File: src/rtl/bdc_drive_sequencer_pkg.sv
// Shared encodings for the brushed-DC H-bridge drive sequencer:
// FSM states, gate bit positions, static drive patterns and directions.
package bdc_drive_sequencer_pkg;

    typedef enum logic [2:0] {
        ST_IDLE  = 3'd0,
        ST_RUN   = 3'd1,
        ST_DECEL = 3'd2,
        ST_DEAD  = 3'd3,
        ST_BRAKE = 3'd4
    } drv_state_t;

    localparam int GATE_AH = 0;
    localparam int GATE_AL = 1;
    localparam int GATE_BH = 2;
    localparam int GATE_BL = 3;

    // FWD/REV hold only the static low-side gate; the PWM high side is merged in.
    localparam logic [3:0] PAT_OFF   = 4'b0000;
    localparam logic [3:0] PAT_FWD   = 4'b1000;
    localparam logic [3:0] PAT_REV   = 4'b0010;
    localparam logic [3:0] PAT_BRAKE = 4'b1010;

    localparam logic DIR_FWD = 1'b0;
    localparam logic DIR_REV = 1'b1;

    function automatic logic [3:0] drive_pattern(input drv_state_t st,
                                                 input logic       dir,
                                                 input logic       pwm_on);
        logic [3:0] pat;
        pat = PAT_OFF;
        case (st)
            ST_RUN, ST_DECEL: begin
                if (dir == DIR_FWD) begin
                    pat          = PAT_FWD;
                    pat[GATE_AH] = pwm_on;
                end else begin
                    pat          = PAT_REV;
                    pat[GATE_BH] = pwm_on;
                end
            end
            ST_BRAKE: pat = PAT_BRAKE;
            default:  pat = PAT_OFF;
        endcase
        return pat;
    endfunction

endpackage

File: src/rtl/bdc_drive_sequencer_pwm_gen.sv
// Free-running PWM period counter with a duty shadow register that only
// reloads at counter wrap, so a running period is never truncated.
module bdc_pwm_gen
    import bdc_drive_sequencer_pkg::*;
#(
    parameter int PWM_BITS = 11
) (
    input  logic       clk,
    input  logic       reset,
    input  logic [7:0] duty,
    output logic       pwm_on
);

    logic [PWM_BITS-1:0] cnt_q;
    logic [7:0]          shadow_q;
    logic                wrap;

    assign wrap = &cnt_q;

    // NOTE: clocked state uses non-blocking assignments so every register samples pre-edge values.
    always_ff @(posedge clk or posedge reset) begin
        if (reset) begin
            cnt_q    <= '0;
            shadow_q <= '0;
        end else begin
            cnt_q <= cnt_q + PWM_BITS'(1);
            if (wrap) shadow_q <= duty;
        end
    end

    // Compare the 8-bit duty against the counter at matching resolution.
    generate
        if (PWM_BITS > 8) begin : g_wide
            logic unused_lsbs;
            assign unused_lsbs = ^cnt_q[PWM_BITS-9:0];
            assign pwm_on      = cnt_q[PWM_BITS-1 -: 8] < shadow_q;
        end else if (PWM_BITS == 8) begin : g_exact
            assign pwm_on = cnt_q < shadow_q;
        end else begin : g_narrow
            logic unused_lsbs;
            assign unused_lsbs = ^shadow_q[7-PWM_BITS:0];
            assign pwm_on      = cnt_q < shadow_q[7 -: PWM_BITS];
        end
    endgenerate

endmodule

File: src/rtl/bdc_drive_sequencer.sv
// H-bridge gate sequencer: ramps duty toward the commanded target, inserts
// dead time on every gate-pair handover and brakes when the host goes silent.
module bdc_drive_sequencer
    import bdc_drive_sequencer_pkg::*;
#(
    parameter int PWM_BITS    = 11,
    parameter int RAMP_DIV    = 4096,
    parameter int DEAD_CYCLES = 49,
    parameter int WDOG_CYCLES = 49152000
) (
    input  logic       clk,
    input  logic       reset,
    input  logic       cmd_valid,
    input  logic       cmd_dir,
    input  logic [7:0] cmd_duty,
    input  logic       cmd_brake,
    output logic [3:0] motor_pwm,
    output logic [7:0] cur_duty,
    output logic [2:0] drv_state,
    output logic       wdog_fault
);

    localparam int RAMP_W = (RAMP_DIV > 1) ? $clog2(RAMP_DIV) : 1;
    localparam int DEAD_W = (DEAD_CYCLES > 1) ? $clog2(DEAD_CYCLES) : 1;
    localparam int WDOG_W = (WDOG_CYCLES > 1) ? $clog2(WDOG_CYCLES) : 1;

    localparam logic [RAMP_W-1:0] RAMP_LAST = RAMP_W'(RAMP_DIV - 1);
    localparam logic [DEAD_W-1:0] DEAD_LAST = DEAD_W'(DEAD_CYCLES - 1);
    localparam logic [WDOG_W-1:0] WDOG_LAST = WDOG_W'(WDOG_CYCLES - 1);

    drv_state_t        state_q, state_d;
    logic              to_brake_q, to_brake_d;
    logic              dir_cur_q, dir_cur_d;
    logic              dir_pend_q, dir_pend_d;
    logic [7:0]        target_q, target_d;
    logic [7:0]        tgt_pend_q, tgt_pend_d;
    logic [7:0]        cur_q, cur_d;
    logic [DEAD_W-1:0] dead_cnt_q, dead_cnt_d;
    logic [WDOG_W-1:0] wdog_cnt_q, wdog_cnt_d;
    logic              fault_q, fault_d;
    logic [RAMP_W-1:0] ramp_cnt_q;

    logic ramp_tick, pwm_on, cmd_run, wdog_counting, wdog_trip, brake_req;

    bdc_pwm_gen #(.PWM_BITS(PWM_BITS)) u_pwm (
        .clk    (clk),
        .reset  (reset),
        .duty   (cur_q),
        .pwm_on (pwm_on)
    );

    assign ramp_tick     = (ramp_cnt_q == RAMP_LAST);
    assign cmd_run       = cmd_valid && !cmd_brake;
    assign wdog_counting = (state_q == ST_RUN) || (state_q == ST_DECEL);
    // A command landing on the expiry cycle suppresses the trip.
    assign wdog_trip     = wdog_counting && !cmd_valid && (wdog_cnt_q == WDOG_LAST);
    assign brake_req     = (cmd_valid && cmd_brake) || wdog_trip;

    // NOTE: every variable gets its hold value first so no path through the case infers a latch.
    always_comb begin
        state_d    = state_q;
        to_brake_d = to_brake_q;
        dir_cur_d  = dir_cur_q;
        dir_pend_d = dir_pend_q;
        target_d   = target_q;
        tgt_pend_d = tgt_pend_q;
        cur_d      = cur_q;
        dead_cnt_d = dead_cnt_q;
        wdog_cnt_d = wdog_cnt_q;
        fault_d    = fault_q;

        if (cmd_valid) begin
            wdog_cnt_d = '0;
            fault_d    = 1'b0;
        end else if (wdog_trip) begin
            wdog_cnt_d = '0;
            fault_d    = 1'b1;
        end else if (wdog_counting) begin
            wdog_cnt_d = wdog_cnt_q + WDOG_W'(1);
        end

        if (brake_req && (state_q != ST_DEAD) && (state_q != ST_BRAKE)) begin
            // Low sides only close after a full dead time with every gate off.
            state_d    = ST_DEAD;
            to_brake_d = 1'b1;
            cur_d      = 8'd0;
            target_d   = 8'd0;
            dead_cnt_d = '0;
        end else begin
            case (state_q)
                ST_IDLE: begin
                    if (cmd_run && (cmd_duty != 8'd0)) begin
                        state_d   = ST_RUN;
                        dir_cur_d = cmd_dir;
                        target_d  = cmd_duty;
                    end
                end
                ST_RUN: begin
                    if (cmd_run) begin
                        if (cmd_dir == dir_cur_q) begin
                            target_d = cmd_duty;
                        end else begin
                            dir_pend_d = cmd_dir;
                            tgt_pend_d = cmd_duty;
                            target_d   = 8'd0;
                            state_d    = ST_DECEL;
                        end
                    end else if ((cur_q == 8'd0) && (target_q == 8'd0)) begin
                        state_d = ST_IDLE;
                    end
                end
                ST_DECEL: begin
                    if (cmd_run) begin
                        dir_pend_d = cmd_dir;
                        tgt_pend_d = cmd_duty;
                    end
                    if (cur_q == 8'd0) begin
                        state_d    = ST_DEAD;
                        to_brake_d = 1'b0;
                        dead_cnt_d = '0;
                    end
                end
                ST_DEAD: begin
                    if (cmd_valid && cmd_brake) begin
                        to_brake_d = 1'b1;
                    end else if (cmd_run) begin
                        dir_pend_d = cmd_dir;
                        tgt_pend_d = cmd_duty;
                        if (cmd_duty != 8'd0) to_brake_d = 1'b0;
                    end
                    if (dead_cnt_q == DEAD_LAST) begin
                        if (to_brake_d) begin
                            state_d = ST_BRAKE;
                        end else begin
                            dir_cur_d = dir_pend_d;
                            target_d  = tgt_pend_d;
                            state_d   = (tgt_pend_d == 8'd0) ? ST_IDLE : ST_RUN;
                        end
                    end else begin
                        dead_cnt_d = dead_cnt_q + DEAD_W'(1);
                    end
                end
                ST_BRAKE: begin
                    if (cmd_run && (cmd_duty != 8'd0)) begin
                        dir_pend_d = cmd_dir;
                        tgt_pend_d = cmd_duty;
                        to_brake_d = 1'b0;
                        dead_cnt_d = '0;
                        state_d    = ST_DEAD;
                    end
                end
                default: state_d = ST_IDLE;
            endcase

            // A ramp tick coinciding with a state change is dropped.
            if (ramp_tick && (state_d == state_q) &&
                ((state_q == ST_RUN) || (state_q == ST_DECEL))) begin
                if (cur_q < target_d)      cur_d = cur_q + 8'd1;
                else if (cur_q > target_d) cur_d = cur_q - 8'd1;
            end
        end
    end

    always_ff @(posedge clk or posedge reset) begin
        if (reset) begin
            state_q    <= ST_IDLE;
            to_brake_q <= 1'b0;
            dir_cur_q  <= DIR_FWD;
            dir_pend_q <= DIR_FWD;
            target_q   <= 8'd0;
            tgt_pend_q <= 8'd0;
            cur_q      <= 8'd0;
            dead_cnt_q <= '0;
            wdog_cnt_q <= '0;
            fault_q    <= 1'b0;
            ramp_cnt_q <= '0;
            motor_pwm  <= PAT_OFF;
        end else begin
            state_q    <= state_d;
            to_brake_q <= to_brake_d;
            dir_cur_q  <= dir_cur_d;
            dir_pend_q <= dir_pend_d;
            target_q   <= target_d;
            tgt_pend_q <= tgt_pend_d;
            cur_q      <= cur_d;
            dead_cnt_q <= dead_cnt_d;
            wdog_cnt_q <= wdog_cnt_d;
            fault_q    <= fault_d;
            ramp_cnt_q <= ramp_tick ? '0 : ramp_cnt_q + RAMP_W'(1);
            motor_pwm  <= drive_pattern(state_q, dir_cur_q, pwm_on);
        end
    end

    assign cur_duty   = cur_q;
    assign drv_state  = state_q;
    assign wdog_fault = fault_q;

endmodule

File: config.mk
export PLATFORM = sky130hd
export DESIGN_NAME = bdc_drive_sequencer
export DESIGN_NICKNAME = d
export VERILOG_FILES = /design/src/rtl/bdc_drive_sequencer_pkg.sv /design/src/rtl/bdc_drive_sequencer_pwm_gen.sv /design/src/rtl/bdc_drive_sequencer.sv
export SDC_FILE = /design/constraint.sdc
export NUM_CORES = 1
export LEC_CHECK = 0
export CAP_MARGIN = 20
export CORE_MARGIN = 2
export CORE_UTILIZATION = 60
export CTS_CLUSTER_DIAMETER = 30
export DETAILED_ROUTE_END_ITERATION = 12
export PLACE_DENSITY = 0.8
export SYNTH_ARGS = -nofsm -noshare
export SYNTH_HDL_FRONTEND = slang
export SYNTH_SLANG_ARGS = --single-unit
File: constraint.sdc
create_clock -name clk -period 5.6 [get_ports clk]
set_input_delay 1.12 -clock clk [delete_from_list [all_inputs] [get_ports clk]]
set_output_delay 1.12 -clock clk [all_outputs]
set_load 0.02 [all_outputs]
==> impl_metrics.toml <==
[floorplanning]
die-area_um2 = 9631
rows = 34
fp.dieW_um = 98.14
die_h_um = 98.14
core_um2 = 8678
start_util_pct = 61.27
io_pins = 29

[logic_synthesis]
avgSynthCellArea_um2 = 9.739
synth-main-ff-cell = "dfrtp_1"
synth_edf_count = 0
async_flop_share_pct = 100.0
netlist_area_um2 = 5318
ys_seq_elements = 98
synth_nets = 586
ys_types = 55
synth_seq_area_share_pct = 46.12
syn_inst = 546
ys.warnings.count = 0

[timing]
rsz0062_at_grt = "no"
fin_worst_skew_ns = 0.01300
max_freq_mhz = 188.6
worst_pin_slew_ns = 0.7972
finalCritPeriodShare_pct = 94.67
drv_slew = 0
whs_ns = 0.4940
hold_viol = 0
setup_viol = 0
maxSlewHeadroom_pct = 46.79
worst_slack_ns = 0.2987
period_needed_ns = 5.301

[route]
remaining_drc_errors = 0
vias = 4282
wl_per_cell_um = 15.81
wl_um = 11400
viasPerCell = 5.939
antenna_left = 0
detail_route.iter0.violations = 264
drt_pass1_iterations = 6

[critical_path]
crit_type = "in -> reg"
slowest_stage = "or4_4"
end_kind = "flop"
required_ns = 5.90
arrival_ns = 5.61
cp_cell_sequence = "clkdlybuf4s50_1 -> or4_4 -> o21a_1 -> a21oi_1 -> nor3_2 -> a222oi_1 -> ha_1 -> a21oi_1 -> o21a_1 -> a21boi_1 -> inv_1 -> buf_4 -> ha_1 -> o21ai_0 -> a31oi_1 -> o41ai_2 -> xnor2_1 -> or3_1 -> a21oi_1"
worst_path_most_repeated_cell = "a21oi_1"
slowest_delay_ns = 0.55
worst_r2r_startpoint = "drv_state[1]"
r2r_end = "cur_duty[7]"
reg2regPathDepth = 17
worst_setup_path_start_kind = "primary input"
rrSetupSlack_ns = 1.28
crit_fanout = 8

[global_route]
grt_max_degree = 53
grt_util_met1_pct = 34.99
met3_usage_pct = 3.722
track_usage_pct = 24.84
antenna_found_initial = 0
top_usage_layer = "met2"
grt_pass1_vias = 4204
grt_pass1_wl_um = 19610
grtUsageMet2_pct = 39.94
grt.overflow.total = 0

[pwr]
p_leak_nw = 2.775
power.internal_w = 0.001329
swShare_pct = 36.31
combPwrFrac_pct = 37.5
seq_power_share_pct = 40.9
ir_drop_mv = 0.2946
pwr-share-clk_pct = 21.6
switchingPower_w = 0.0007578
cellPowerDensity_nw_per_um2 = 337.5

[cts]
cts_tree = "built"
cts_root_buffer = "clkbuf_8"
cts.path.max_buffers = 2
cts.sinks = 98
cts_made_buffers = 9
clkTransAtPathRegs_ns = 0.11
htree_levels = 3
worstSkewPairLatency_ns = 0.37
cts_hold_buf = 0

[placed_design]
portBuffers = 28
gp_congestion = 0.8849
dp_hpwl_um = 8169
place_area_um2 = 5949
placement.setup.worst_slack_ns = -0.3380
dp.cells = 704

[layout]
synthToLayoutAreaGrowth_pct = 16.28
layout_common_cells = "98 x dfrtp_1, 62 x nor2_1, 56 x nand2_1"
fin_util_pct = 71.25
final_cells = 721
final_common_cell = "dfrtp_1"
fin_area_um2 = 6183
fin_nets = 648
drive_above_1_share_pct = 13.54
fillers = 650
diodes = 0

[hold_path]
min-delay-start = "ramp_cnt_q[10]"
worstHoldPathCells = 1
hold_end = "ramp_cnt_q[10]"
hp-class = "reg -> reg"

[run]
maxCapViolations = 0

[status]
outcome = "finished clean"
[area by class of cell]
type	instances	area (um2)	share of cell area (%)
repair buffers	64	554.3	8.964
multi-input cells	408	2744	44.37
clock inverters	7	71.32	1.153
well taps	108	135.1	2.185
flip-flops and latches	98	2452	39.66
inverters	27	102.6	1.659
clock buffers	9	123.9	2.003
[kinds of logic (layout without fill, tap and decap cells)]
group	after synthesis	count (layout)	share of synthesized area, %
adders and majority gates	27	27	6.494
muxes	31	31	6.235
xor gates and xnor gates	44	44	7.247
and+or+nand+nor	203	203	18.40
buffers and inverters	40	107	2.894
DFF	98	98	46.12
AOI/OAI and AO/OA	103	103	12.61
[cell usage after synthesis (5+ instances only)]
master | number | area, um2
a21oi_1 | 23 | 115.1
a222oi_1 | 8 | 80.08
and2_1 | 5 | 31.28
and3_1 | 5 | 31.28
clkbuf_1 | 8 | 30.03
dfrtp_1 | 98 | 2452
ha_1 | 26 | 325.3
inv_1 | 27 | 101.4
mux2_2 | 17 | 191.4
mux2i_1 | 14 | 140.1
nand2_1 | 56 | 210.2
nand2b_1 | 5 | 31.28
nand3_1 | 18 | 90.09
nand4_1 | 11 | 68.82
nor2_1 | 62 | 232.7
nor3_1 | 10 | 50.05
nor4_1 | 5 | 31.28
o21ai_0 | 31 | 155.2
or3_1 | 6 | 37.54
xnor2_1 | 21 | 183.9
xor2_1 | 23 | 201.4
[power groups by stage]
stage                     logic (W)  registers (W)  clock network [W]
after floorplan            0.000489       0.000848                  0
after global placement     0.000733       0.000859                  0
after detailed placement   0.000766       0.000864                  0
after CTS                  0.000772       0.000851           0.000460
after global routing       0.000866       0.000864           0.000490
final                      0.000782       0.000854           0.000450
[how the worst max path moves through the flow]
stage,endpoint,slack [ns],cells past startpoint,from
2_1_floorplan,cur_duty[7],0.19,19,cmd_duty[4]
3_3_place_gp,cur_duty[7],-0.04,20,cmd_duty[4]
3_5_place_dp,cur_duty[7],-0.34,20,cmd_duty[4]
4_1_cts,cur_duty[7],0.006,20,cmd_duty[4]
5_1_grt,cur_duty[7],0.04,19,cmd_duty[4]
6_report,cur_duty[7],0.30,19,cmd_duty[4]
[state kept, by name, summed over array words and instances (netlist names)]
| register | cells |
|---|---|
| cur_duty | 8 |
| dead_cnt_q | 6 |
| dir_cur_q | 1 |
| dir_pend_q | 1 |
| drv_state | 3 |
| motor_pwm | 4 |
| ramp_cnt_q | 12 |
| target_q | 8 |
| tgt_pend_q | 8 |
| to_brake_q | 1 |
| u_pwm.cnt_q | 11 |
| u_pwm.shadow_q | 8 |
| wdog_cnt_q | 26 |
| wdog_fault | 1 |
[stage by stage]
step                       TNS, ns  total power (W)
after floorplan                  0         0.001337
after global placement    -0.04160         0.001592
after detailed placement   -0.5451         0.001630
after CTS                        0         0.002083
after global routing             0         0.002221
final                            0         0.002087
[repair_timing]
| item | in CTS | in global routing |
|---|---|---|
| setup buffers | 0 | 1 |
| hold endpoints to repair | 0 | 0 |
| resized for setup | 0 | 8 |
| endpoints found under the setup margin | 0 | 4 |
[worst max-delay path: cells and delay by family]
family | cells | cell delay, ns
AO/OA/AOI/OAI | 10 | 2.08
AND/OR/NAND/NOR | 3 | 0.97
buffers and inverters | 3 | 0.69
adder cells (fa/ha/maj) | 2 | 0.60
XOR/XNOR | 1 | 0.13
[layer usage]
metal / share of wire (%) / up-vias
li1: - / 2070
met5: 0 / -
met3: 4.6 / 18
met2: 48 / 117
met1: 46 / 2077
met4: 1.7 / 0
No activity file was read; power rests on OpenSTA's default activity.
